==> src/rtl/alu_reservation_station_if.sv <==
// Dispatch / CDB / issue bus of the ALU reservation station.
//  slave  : station side (takes dispatch, CDB and ALU-ready; drives disp_ready and issue slot)
//  master : producer side (dispatch stage, CDB source and ALU)
interface alu_reservation_station_if #(
  parameter int TAG_W = 4,
  parameter int OP_W  = 5
);
  logic             in_disp_valid;
  logic             out_disp_ready;
  logic [OP_W-1:0]  in_disp_op;
  logic [TAG_W-1:0] in_disp_dst_tag;
  logic [63:0]      in_disp_val_a, in_disp_val_b;
  logic [TAG_W-1:0] in_disp_tag_a, in_disp_tag_b;
  logic             in_disp_rdy_a, in_disp_rdy_b;
  logic [3:0]       in_disp_nzcv;
  logic [TAG_W-1:0] in_disp_nzcv_tag;
  logic             in_disp_nzcv_rdy;
  logic [5:0]       in_disp_imms, in_disp_immr;
  logic [3:0]       in_disp_cond;

  logic             in_cdb_valid;
  logic [TAG_W-1:0] in_cdb_tag;
  logic [63:0]      in_cdb_value;
  logic             in_cdb_set_nzcv;
  logic [3:0]       in_cdb_nzcv;

  logic             in_alu_ready;
  logic             out_issue_valid;
  logic [OP_W-1:0]  out_issue_op;
  logic [TAG_W-1:0] out_issue_dst_tag;
  logic [63:0]      out_issue_val_a, out_issue_val_b;
  logic [3:0]       out_issue_nzcv;
  logic [5:0]       out_issue_imms, out_issue_immr;
  logic [3:0]       out_issue_cond;

  modport slave (
    input  in_disp_valid, in_disp_op, in_disp_dst_tag, in_disp_val_a, in_disp_val_b,
           in_disp_tag_a, in_disp_tag_b, in_disp_rdy_a, in_disp_rdy_b, in_disp_nzcv,
           in_disp_nzcv_tag, in_disp_nzcv_rdy, in_disp_imms, in_disp_immr, in_disp_cond,
           in_cdb_valid, in_cdb_tag, in_cdb_value, in_cdb_set_nzcv, in_cdb_nzcv, in_alu_ready,
    output out_disp_ready, out_issue_valid, out_issue_op, out_issue_dst_tag, out_issue_val_a,
           out_issue_val_b, out_issue_nzcv, out_issue_imms, out_issue_immr, out_issue_cond
  );

  modport master (
    output in_disp_valid, in_disp_op, in_disp_dst_tag, in_disp_val_a, in_disp_val_b,
           in_disp_tag_a, in_disp_tag_b, in_disp_rdy_a, in_disp_rdy_b, in_disp_nzcv,
           in_disp_nzcv_tag, in_disp_nzcv_rdy, in_disp_imms, in_disp_immr, in_disp_cond,
           in_cdb_valid, in_cdb_tag, in_cdb_value, in_cdb_set_nzcv, in_cdb_nzcv, in_alu_ready,
    input  out_disp_ready, out_issue_valid, out_issue_op, out_issue_dst_tag, out_issue_val_a,
           out_issue_val_b, out_issue_nzcv, out_issue_imms, out_issue_immr, out_issue_cond
  );
endinterface

==> src/rtl/alu_reservation_station.sv <==
// ALU reservation station: holds dispatched micro-ops until A, B and NZCV are available,
// snoops the CDB for missing operands, and issues the oldest ready entry into a registered
// output slot.
//  in_clk   : clock
//  in_rst   : synchronous active-high reset
//  in_flush : squash all entries and the output slot
//  bus      : dispatch, CDB and issue signals (slave side)
module alu_reservation_station #(
  parameter int NUM_ENTRIES = 4,
  parameter int TAG_W       = 4,
  parameter int OP_W        = 5
) (
  input  logic in_clk,
  input  logic in_rst,
  input  logic in_flush,
  alu_reservation_station_if.slave bus
);
  localparam int CW = $clog2(NUM_ENTRIES) + 1;
  localparam int IW = $clog2(NUM_ENTRIES);

  typedef struct packed {
    logic [OP_W-1:0]  op;
    logic [TAG_W-1:0] dst;
    logic [63:0]      va, vb;
    logic [TAG_W-1:0] ta, tb;
    logic             ra, rb;
    logic [3:0]       nz;
    logic [TAG_W-1:0] tnz;
    logic             rnz;
    logic [5:0]       imms, immr;
    logic [3:0]       cond;
  } ent_t;

  typedef struct packed {
    logic [OP_W-1:0]  op;
    logic [TAG_W-1:0] dst;
    logic [63:0]      va, vb;
    logic [3:0]       nz;
    logic [5:0]       imms, immr;
    logic [3:0]       cond;
  } out_t;

  ent_t                   r_ent [NUM_ENTRIES];
  logic [CW-1:0]          r_age [NUM_ENTRIES];
  logic [NUM_ENTRIES-1:0] r_vld;
  logic                   r_out_vld;
  out_t                   r_out;

  logic [NUM_ENTRIES-1:0] w_rdy;
  logic [CW-1:0]          w_cnt, w_sel_age;
  logic [IW-1:0]          w_alloc_idx, w_sel_idx;
  logic                   w_sel_any, w_issue, w_disp_acc;
  ent_t                   w_new;
  logic                   w_hit_a, w_hit_b, w_hit_nz;

  always_comb begin
    w_cnt       = '0;
    w_alloc_idx = '0;
    w_sel_any   = 1'b0;
    w_sel_idx   = '0;
    w_sel_age   = '0;
    for (int i = 0; i < NUM_ENTRIES; i++) begin
      w_rdy[i] = r_vld[i] & r_ent[i].ra & r_ent[i].rb & r_ent[i].rnz;
      w_cnt    = w_cnt + CW'(r_vld[i]);
    end
    // Descending scan so the lowest free index wins.
    for (int i = NUM_ENTRIES - 1; i >= 0; i--)
      if (!r_vld[i]) w_alloc_idx = IW'(i);
    // Oldest ready entry = largest age; ages of valid entries are unique.
    for (int i = 0; i < NUM_ENTRIES; i++)
      if (w_rdy[i] && (!w_sel_any || r_age[i] > w_sel_age)) begin
        w_sel_any = 1'b1;
        w_sel_idx = IW'(i);
        w_sel_age = r_age[i];
      end
  end

  // Readiness is judged on registered state, so an issue only frees its slot next cycle.
  assign bus.out_disp_ready = (w_cnt < CW'(NUM_ENTRIES));
  assign w_disp_acc         = bus.in_disp_valid & bus.out_disp_ready;
  assign w_issue            = w_sel_any & (~r_out_vld | bus.in_alu_ready);

  // Same-cycle CDB bypass into the entry being dispatched.
  assign w_hit_a  = bus.in_cdb_valid && (bus.in_cdb_tag == bus.in_disp_tag_a);
  assign w_hit_b  = bus.in_cdb_valid && (bus.in_cdb_tag == bus.in_disp_tag_b);
  assign w_hit_nz = bus.in_cdb_valid && bus.in_cdb_set_nzcv && (bus.in_cdb_tag == bus.in_disp_nzcv_tag);

  always_comb begin
    w_new      = '0;
    w_new.op   = bus.in_disp_op;
    w_new.dst  = bus.in_disp_dst_tag;
    w_new.ta   = bus.in_disp_tag_a;
    w_new.tb   = bus.in_disp_tag_b;
    w_new.tnz  = bus.in_disp_nzcv_tag;
    w_new.imms = bus.in_disp_imms;
    w_new.immr = bus.in_disp_immr;
    w_new.cond = bus.in_disp_cond;
    w_new.ra   = bus.in_disp_rdy_a | w_hit_a;
    w_new.va   = bus.in_disp_rdy_a ? bus.in_disp_val_a : bus.in_cdb_value;
    w_new.rb   = bus.in_disp_rdy_b | w_hit_b;
    w_new.vb   = bus.in_disp_rdy_b ? bus.in_disp_val_b : bus.in_cdb_value;
    w_new.rnz  = bus.in_disp_nzcv_rdy | w_hit_nz;
    w_new.nz   = bus.in_disp_nzcv_rdy ? bus.in_disp_nzcv : bus.in_cdb_nzcv;
  end

  always_ff @(posedge in_clk) begin
    if (in_rst || in_flush) begin
      r_vld     <= '0;
      r_out_vld <= 1'b0;
      r_out     <= '0;
      for (int i = 0; i < NUM_ENTRIES; i++) begin
        r_ent[i] <= '0;
        r_age[i] <= '0;
      end
    end else begin
      for (int i = 0; i < NUM_ENTRIES; i++) begin
        if (r_vld[i]) begin
          if (w_issue && w_sel_idx == IW'(i)) begin
            r_vld[i] <= 1'b0;
          end else begin
            if (!r_ent[i].ra && bus.in_cdb_valid && bus.in_cdb_tag == r_ent[i].ta) begin
              r_ent[i].ra <= 1'b1;
              r_ent[i].va <= bus.in_cdb_value;
            end
            if (!r_ent[i].rb && bus.in_cdb_valid && bus.in_cdb_tag == r_ent[i].tb) begin
              r_ent[i].rb <= 1'b1;
              r_ent[i].vb <= bus.in_cdb_value;
            end
            if (!r_ent[i].rnz && bus.in_cdb_valid && bus.in_cdb_set_nzcv &&
                bus.in_cdb_tag == r_ent[i].tnz) begin
              r_ent[i].rnz <= 1'b1;
              r_ent[i].nz  <= bus.in_cdb_nzcv;
            end
            // Dispatch ages everyone; issue closes the gap above the departing entry.
            r_age[i] <= r_age[i] + CW'(w_disp_acc) - CW'(w_issue && (r_age[i] > w_sel_age));
          end
        end else if (w_disp_acc && w_alloc_idx == IW'(i)) begin
          r_vld[i] <= 1'b1;
          r_ent[i] <= w_new;
          r_age[i] <= '0;
        end
      end

      if (w_issue) begin
        r_out_vld  <= 1'b1;
        r_out.op   <= r_ent[w_sel_idx].op;
        r_out.dst  <= r_ent[w_sel_idx].dst;
        r_out.va   <= r_ent[w_sel_idx].va;
        r_out.vb   <= r_ent[w_sel_idx].vb;
        r_out.nz   <= r_ent[w_sel_idx].nz;
        r_out.imms <= r_ent[w_sel_idx].imms;
        r_out.immr <= r_ent[w_sel_idx].immr;
        r_out.cond <= r_ent[w_sel_idx].cond;
      end else if (bus.in_alu_ready) begin
        r_out_vld <= 1'b0;
      end
    end
  end

  assign bus.out_issue_valid   = r_out_vld;
  assign bus.out_issue_op      = r_out.op;
  assign bus.out_issue_dst_tag = r_out.dst;
  assign bus.out_issue_val_a   = r_out.va;
  assign bus.out_issue_val_b   = r_out.vb;
  assign bus.out_issue_nzcv    = r_out.nz;
  assign bus.out_issue_imms    = r_out.imms;
  assign bus.out_issue_immr    = r_out.immr;
  assign bus.out_issue_cond    = r_out.cond;
endmodule

==> src/flat_wrapper.sv <==
// flat-port wrapper written by rule: the top's interface ports become plain ports
module alu_reservation_station_flat 
#(
  parameter int NUM_ENTRIES = 4,
  parameter int TAG_W       = 4,
  parameter int OP_W        = 5
)
  (in_clk, in_rst, in_flush, bus_in_disp_valid, bus_in_disp_op, bus_in_disp_dst_tag, bus_in_disp_val_a, bus_in_disp_val_b, bus_in_disp_tag_a, bus_in_disp_tag_b, bus_in_disp_rdy_a, bus_in_disp_rdy_b, bus_in_disp_nzcv, bus_in_disp_nzcv_tag, bus_in_disp_nzcv_rdy, bus_in_disp_imms, bus_in_disp_immr, bus_in_disp_cond, bus_in_cdb_valid, bus_in_cdb_tag, bus_in_cdb_value, bus_in_cdb_set_nzcv, bus_in_cdb_nzcv, bus_in_alu_ready, bus_out_disp_ready, bus_out_issue_valid, bus_out_issue_op, bus_out_issue_dst_tag, bus_out_issue_val_a, bus_out_issue_val_b, bus_out_issue_nzcv, bus_out_issue_imms, bus_out_issue_immr, bus_out_issue_cond);
  alu_reservation_station_if #(.TAG_W(TAG_W), .OP_W(OP_W)) bus_i ();
  input  logic in_clk;
  input  logic in_rst;
  input  logic in_flush;
  input wire logic [$bits(bus_i.in_disp_valid)-1:0] bus_in_disp_valid;
  input wire logic [$bits(bus_i.in_disp_op)-1:0] bus_in_disp_op;
  input wire logic [$bits(bus_i.in_disp_dst_tag)-1:0] bus_in_disp_dst_tag;
  input wire logic [$bits(bus_i.in_disp_val_a)-1:0] bus_in_disp_val_a;
  input wire logic [$bits(bus_i.in_disp_val_b)-1:0] bus_in_disp_val_b;
  input wire logic [$bits(bus_i.in_disp_tag_a)-1:0] bus_in_disp_tag_a;
  input wire logic [$bits(bus_i.in_disp_tag_b)-1:0] bus_in_disp_tag_b;
  input wire logic [$bits(bus_i.in_disp_rdy_a)-1:0] bus_in_disp_rdy_a;
  input wire logic [$bits(bus_i.in_disp_rdy_b)-1:0] bus_in_disp_rdy_b;
  input wire logic [$bits(bus_i.in_disp_nzcv)-1:0] bus_in_disp_nzcv;
  input wire logic [$bits(bus_i.in_disp_nzcv_tag)-1:0] bus_in_disp_nzcv_tag;
  input wire logic [$bits(bus_i.in_disp_nzcv_rdy)-1:0] bus_in_disp_nzcv_rdy;
  input wire logic [$bits(bus_i.in_disp_imms)-1:0] bus_in_disp_imms;
  input wire logic [$bits(bus_i.in_disp_immr)-1:0] bus_in_disp_immr;
  input wire logic [$bits(bus_i.in_disp_cond)-1:0] bus_in_disp_cond;
  input wire logic [$bits(bus_i.in_cdb_valid)-1:0] bus_in_cdb_valid;
  input wire logic [$bits(bus_i.in_cdb_tag)-1:0] bus_in_cdb_tag;
  input wire logic [$bits(bus_i.in_cdb_value)-1:0] bus_in_cdb_value;
  input wire logic [$bits(bus_i.in_cdb_set_nzcv)-1:0] bus_in_cdb_set_nzcv;
  input wire logic [$bits(bus_i.in_cdb_nzcv)-1:0] bus_in_cdb_nzcv;
  input wire logic [$bits(bus_i.in_alu_ready)-1:0] bus_in_alu_ready;
  output wire logic [$bits(bus_i.out_disp_ready)-1:0] bus_out_disp_ready;
  output wire logic [$bits(bus_i.out_issue_valid)-1:0] bus_out_issue_valid;
  output wire logic [$bits(bus_i.out_issue_op)-1:0] bus_out_issue_op;
  output wire logic [$bits(bus_i.out_issue_dst_tag)-1:0] bus_out_issue_dst_tag;
  output wire logic [$bits(bus_i.out_issue_val_a)-1:0] bus_out_issue_val_a;
  output wire logic [$bits(bus_i.out_issue_val_b)-1:0] bus_out_issue_val_b;
  output wire logic [$bits(bus_i.out_issue_nzcv)-1:0] bus_out_issue_nzcv;
  output wire logic [$bits(bus_i.out_issue_imms)-1:0] bus_out_issue_imms;
  output wire logic [$bits(bus_i.out_issue_immr)-1:0] bus_out_issue_immr;
  output wire logic [$bits(bus_i.out_issue_cond)-1:0] bus_out_issue_cond;
  assign bus_i.in_disp_valid = bus_in_disp_valid;
  assign bus_i.in_disp_op = bus_in_disp_op;
  assign bus_i.in_disp_dst_tag = bus_in_disp_dst_tag;
  assign bus_i.in_disp_val_a = bus_in_disp_val_a;
  assign bus_i.in_disp_val_b = bus_in_disp_val_b;
  assign bus_i.in_disp_tag_a = bus_in_disp_tag_a;
  assign bus_i.in_disp_tag_b = bus_in_disp_tag_b;
  assign bus_i.in_disp_rdy_a = bus_in_disp_rdy_a;
  assign bus_i.in_disp_rdy_b = bus_in_disp_rdy_b;
  assign bus_i.in_disp_nzcv = bus_in_disp_nzcv;
  assign bus_i.in_disp_nzcv_tag = bus_in_disp_nzcv_tag;
  assign bus_i.in_disp_nzcv_rdy = bus_in_disp_nzcv_rdy;
  assign bus_i.in_disp_imms = bus_in_disp_imms;
  assign bus_i.in_disp_immr = bus_in_disp_immr;
  assign bus_i.in_disp_cond = bus_in_disp_cond;
  assign bus_i.in_cdb_valid = bus_in_cdb_valid;
  assign bus_i.in_cdb_tag = bus_in_cdb_tag;
  assign bus_i.in_cdb_value = bus_in_cdb_value;
  assign bus_i.in_cdb_set_nzcv = bus_in_cdb_set_nzcv;
  assign bus_i.in_cdb_nzcv = bus_in_cdb_nzcv;
  assign bus_i.in_alu_ready = bus_in_alu_ready;
  assign bus_out_disp_ready = bus_i.out_disp_ready;
  assign bus_out_issue_valid = bus_i.out_issue_valid;
  assign bus_out_issue_op = bus_i.out_issue_op;
  assign bus_out_issue_dst_tag = bus_i.out_issue_dst_tag;
  assign bus_out_issue_val_a = bus_i.out_issue_val_a;
  assign bus_out_issue_val_b = bus_i.out_issue_val_b;
  assign bus_out_issue_nzcv = bus_i.out_issue_nzcv;
  assign bus_out_issue_imms = bus_i.out_issue_imms;
  assign bus_out_issue_immr = bus_i.out_issue_immr;
  assign bus_out_issue_cond = bus_i.out_issue_cond;
  alu_reservation_station #(.NUM_ENTRIES(NUM_ENTRIES), .TAG_W(TAG_W), .OP_W(OP_W)) u_core (.in_clk(in_clk), .in_rst(in_rst), .in_flush(in_flush), .bus(bus_i));
endmodule
==> config.mk <==
export PLATFORM = sky130hd
export DESIGN_NAME = alu_reservation_station_flat
export DESIGN_NICKNAME = d
export VERILOG_FILES = /design/src/rtl/alu_reservation_station_if.sv /design/src/rtl/alu_reservation_station.sv /design/src/flat_wrapper.sv
export SDC_FILE = /design/constraint.sdc
export NUM_CORES = 1
export LEC_CHECK = 0
export CAP_MARGIN = 10
export CORE_MARGIN = 2
export CORE_UTILIZATION = 38
export DETAILED_ROUTE_END_ITERATION = 8
export SLEW_MARGIN = 10
export SYNTH_ARGS = -nofsm -noshare
export SYNTH_HDL_FRONTEND = slang
export SYNTH_SLANG_ARGS = --single-unit
==> constraint.sdc <==
create_clock -name in_clk -period 10.05 [get_ports in_clk]
set_input_delay 2.01 -clock in_clk [delete_from_list [all_inputs] [get_ports in_clk]]
set_output_delay 2.01 -clock in_clk [all_outputs]
set_load 0.02 [all_outputs]
---- Yosys cells after proc, flatten, opt, wreduce, memory -nomap -nowiden ----
Memories as Yosys holds them, arrays and structs flattened. A register that Yosys moved wholly into a read port is not among the register bits.
Cells that the tools add are included.
W data, S select, Z words.
operators by class
  add/sub/neg operators ................... 11
  order comparisons ....................... 8
  equality and inequality tests ........... 21
  muxes and demuxes ....................... 190
  bitwise gates (word level) .............. 91
  reductions and logical operators ........ 69
operators with widths
  kind                  count
  $mux W64              18
  $mux W1               129
  $or A1 B1 Y1          76
  $mux W16              4
  $eq A4 B4 Y1          15
  $mux W4               13
  $logic_and A1 B1 Y1   47
  $mux W3               12
  $mux W9               4
  $mux W8               4
  $gt A3 B3 Y1          7
  $add A3 B1 Y3         6
  $logic_not A1 Y1      15
  $and A1 B1 Y1         14
  $mux W2               6
  $sub A3 B1 Y3         4
  $eq A2 B2 Y1 const B  4
  $eq A2 B1 Y1 const B  2
  $logic_not A2 Y1      2
  $logic_or A1 B1 Y1    4
  $lt A3 B3 Y1 const B  1
  $add A1 B1 Y2         1
  $reduce_bool A2 Y1    1
  $not A1 Y1            1
word-level totals
  register bits ........................... 5
  bits in writable memories ............... 700
  input bits .............................. 251
  output and inout port bits .............. 159
  word-level logic and storage cells ...... 394
  memories ................................ 2
memory list
  memory        words  width  rd ports  clocked after Yosys merged registers in  wr ports  RTL line                       RTL
  u_core.r_ent  4      172    5         1                                        4         alu_reservation_station.sv:43  ent_t r_ent [NUM_ENTRIES];
  u_core.r_age  4      3      4         0                                        4         alu_reservation_station.sv:44  logic [CW-1:0] r_age [NUM_ENTRIES];

---- Longest topological paths before layout ----
An unclocked memory read counts as a cell.
  depth after elaboration ................. 25
  mapped depth ............................ 38
  depth with buffers taken out ............ 31

---- Least setup slack after synthesis ----
No wires, ideal clock.
  path type ............................... register to register
  start point ............................. register u_core.r_vld[0]
  end point ............................... memory u_core.r_ent[2][100] (netlist name) (enable)
  library setup time ...................... 0.496 ns
  data arrival time ....................... 7.458 ns
  data required time ...................... 9.554 ns
  path slack .............................. 2.096 ns
  cell stages (with the launch flop) ...... 25
  period minus slack after synthesis ...... 7.954 ns
  path through ............................ dfxtp_1 > buf_2 > and4_1 > nand2_1 > ha_1 > and3b_1 > or3_1 > clkbuf_1 > buf_2 > buf_2 > nand3_1 > o21a_1 > ha_1 > and3_1 > a211o_1 > and2_1 > clkbuf_1 > o211ai_1 > o21ai_1 > ha_1 > and3b_1 > o21ai_1 > o21ai_0 > o21ai_1 > o21ai_1
RTL lines
  element                          RTL line                        RTL
  start, declared                  alu_reservation_station.sv:45   logic [NUM_ENTRIES-1:0] r_vld;
  start signal, assigned           alu_reservation_station.sv:108  r_vld <= '0;
  start signal, assigned by index  alu_reservation_station.sv:119  r_vld[i] <= 1'b0;
  start signal, assigned by index  alu_reservation_station.sv:138  r_vld[i] <= 1'b1;
  end, declared                    alu_reservation_station.sv:43

==> summary.md <==
| Metric | Value |
|---|---|
| Multi-input combinational cell area | `14200 um^2` |
| Clock Skew | `28.7 ps` |
| Clock root cell | `clkbuf_16` |
| Buffers & Inverters on Critical Path | `4` |
| Number of global-route vias before repair | `30600` |
| Tightest Hold Check Type | `register to register` |
| Mapped Area | `40000 um^2` |
| Setup-failing EPs final | `0` |
| RR Startpoint | `u_core.r_vld[0]$_SDFF_PP0_` |
| Num Clock Sinks | `862` |
| Starting DRC count in detailed routing | `3419` |
| Fill count | `9530` |
| Fmax | `~0.12 GHz` |
| I/O Buffers | `409` |
| Register area | `24300 um^2` |
| Total CTS buffers | `94` |
| Unique masters post-synth | `62` |
| Antenna violations before repair | `30` |
| Total wire length | `150000 um` |
| Max layer used | `met5` |
| Global-route usage over all layers | `27.0%` |
| # hold bufs at CTS | `0` |
| Synth area leaders | `edfxtp_1 53%, a22o_1 11%, dfxtp_1 8.1%` |
| Startpoint type of the worst setup path | `register` |
| Wl on met1 | `59600 um` |
| Die H | `329 um` |
| RSZ-0062 raised after global routing | `no` |
| Worst Hold Depth | `2` |
| Routability Congestion | `roughly 0.85` |
| Via density | `6.22` |
| Vias | `31300` |
| Grt total ovfl | `0` |
| Most used cell, CP | `ha_1` |
| Crit. path cell count | `31` |
| Final hold vios | `0` |
| Pleak | `~18 nW` |
| Area share of the largest cell type after synthesis | `52.5%` |
| Largest net degree at the start of global routing | `167` |
| Maximum fanout along the worst path | `53` |
| CP delay by family, top | `adder cells` |
| Dominant cell type by area after synthesis | `edfxtp_1` |
| Pre-CTS WS | `around 1600 ps` |
| Setup tns final | `0 ps` |
| #FFs+latches synth | `862` |
| Final WS setup | `1520 ps` |
| Die area | `108000 um^2` |
| FFs w/ async S/R, synth | `0%` |
| Top-count cell post-synth | `edfxtp_1` |
| Post-CTS setup buffers | `0` |
| Clk_lat worst skew | `roughly 690 ps` |
| Crit-path slowest cell | `dfxtp_1` |
| Core Area | `105000 um^2` |
| R2r setup slk | `1520 ps` |
| # IOs | `410` |
| Crit path from | `u_core.r_vld[0]$_SDFF_PP0_` |
| EDFF count, synth | `700` |
| Period utilization | `84.9%` |
| DRT Pass-1 Iters | `6` |
| Post-synthesis sequential area ratio | `60.6%` |
| Actual slew at the worst max-slew pin | `1190 ps` |
| H-Tree Depth | `3` |
| Max-slew violations | `0` |
| Hold Path Origin | `u_core.r_ent[2][109]$_SDFFCE_PN0P_` |
| Initial core utilization | `38.2%` |
| Number of gates resized after CTS | `0` |
| Synthesis Warnings | `0` |
| Reg2Reg Depth | `31` |
| Status | `finished, final reports clean` |
| Top cells by count, synth | `700 x edfxtp_1, 512 x a22o_1, 326 x nand3_1, 307 x o21ai_0, 196 x clkbuf_1` |
| Clk slew on worst S/H paths | `60 ps` |
| Met2 WL | `around 72000 um` |
| ANT nets after route | `0` |
| Req. time, crit path | `10460 ps` |
| Rel. slew slack | `20.7%` |
| Worst IR drop on VDD | `approximately 0.15 mV` |
| WL met3 | `between 10000 and 15000 um` |
| Syn avg cell area | `approximately 12 um^2` |
| Ys flop type | `edfxtp_1` |
| Share of cells above drive strength 1 | `7.00%` |
| Chip Width | `329 um` |
| Max Cap Viol | `0` |
| Biggest cell delay along the critical path | `600 ps` |
| CP arrival | `between 8000 and 9000 ps` |
| Routed WL per cell | `29.8 um` |
| Syn nets | `3665` |
| CTS Buffer Depth | `3` |
| Synth-to-layout area growth | `20.4%` |
| Crit path capture type | `register` |
| Design Power | `8.14 mW` |
| Final HPWL DP | `82000 um` |
| Cells after Synth | `3379` |
| CTS tree | `done` |
| Row count | `119` |
| First-pass GRT wire length | `215000 um` |
| Critical path class | `register to register` |
| NumNets Final | `3834` |
| DRC errors left | `0` |
| Fin crit period | `8530 ps` |
| Cell Pwr Density | `169 nW/um^2` |
cell usage in the layout (no fill, tap or decap), drive strengths merged, types with 28 or more instances in the layout:
cell and count:
clkdlybuf4s50 409, buf 57, and2 161, a22o 512
o21ai 343, nand3 326, a21o 164, nand2 31
clkinv 28, edfxtp 700, inv 36, ha 31
clkbuf 134, a21oi 167, dfxtp 162, a31oi 162
xor2 48
cell type report:
cell class / instances / area share (%)
diodes: 12 / 0.0623
repair buffers: 466 / 9.44
well taps: 1391 / 3.61
clock inverters: 44 / 1.07
clock buffers: 134 / 5.67
flip-flops and latches: 862 / 50.3
inverters: 33 / 0.257
multi-input cells: 2091 / 29.5
worst paths after layout:
path                                                      end
setup reg to reg             u_core.r_age[3][2]$_SDFFCE_PP0P_
setup / recovery             u_core.r_age[3][2]$_SDFFCE_PP0P_
hold reg to reg   u_core.bus.out_issue_val_a[10]$_SDFFE_PP0P_
hold / removal    u_core.bus.out_issue_val_a[10]$_SDFFE_PP0P_
flip-flops by register name, indices dropped and copies added (netlist names):
signal and count:
u_core.bus.out_issue_op 5, u_core.bus.out_issue_nzcv 4, u_core.bus.out_issue_val_a 64, u_core.r_ent 688
u_core.r_age 12, u_core.bus.out_issue_immr 6, u_core.bus.out_issue_val_b 64, u_core.r_vld 4
u_core.bus.out_issue_imms 6, u_core.bus.out_issue_cond 4, u_core.bus.out_issue_dst_tag 4, u_core.bus.out_issue_valid 1
worst register-to-register path: cells and delay by family (launching register included):
kind | cells | cell delay, ps
simple gates | 9 | 1900
buf+inv | 4 | 1220
fa+ha+maj | 7 | 2160
xor+xnor | 2 | 320
flops | 1 | 600
compound gates | 9 | 2060
logic make-up after synthesis:
kind of cell | share of synthesized area (%)
compound gates | 24.3
xor+xnor | 1.49
fa+ha+maj | 1.17
buf+inv | 4.41
flops | 60.6
mux | 0.0281
simple gates | 7.95
metrics by stage:
stage          hold WS, ps  utilization [%]  area, um^2  instances
3_5_place_dp           536             42.8       44900       4843
3_3_place_gp           527             42.8       44900       4843
4_1_cts                529             45.9       48200       5021
6_report               534             46.0       48200       5033
2_1_floorplan          520                -       40000       3379
5_1_grt                552             46.0       48200       5031
per-layer routing:
layer,up-vias,GRT usage [%]
met5,-,0
met3,313,5.13
li1,13500,-
met2,1605,44.5
met4,40,10.9
met1,15900,35.0
power breakdown:
group | switching (mW) | internal [mW] | total [mW]
registers | 0.0426 | 4.00 | 4.04
logic | 0.289 | 0.178 | 0.467
clock network | 1.50 | 2.13 | 3.63
total | 1.83 | 6.31 | 8.14
No activity file was read; power rests on OpenSTA's default activity.
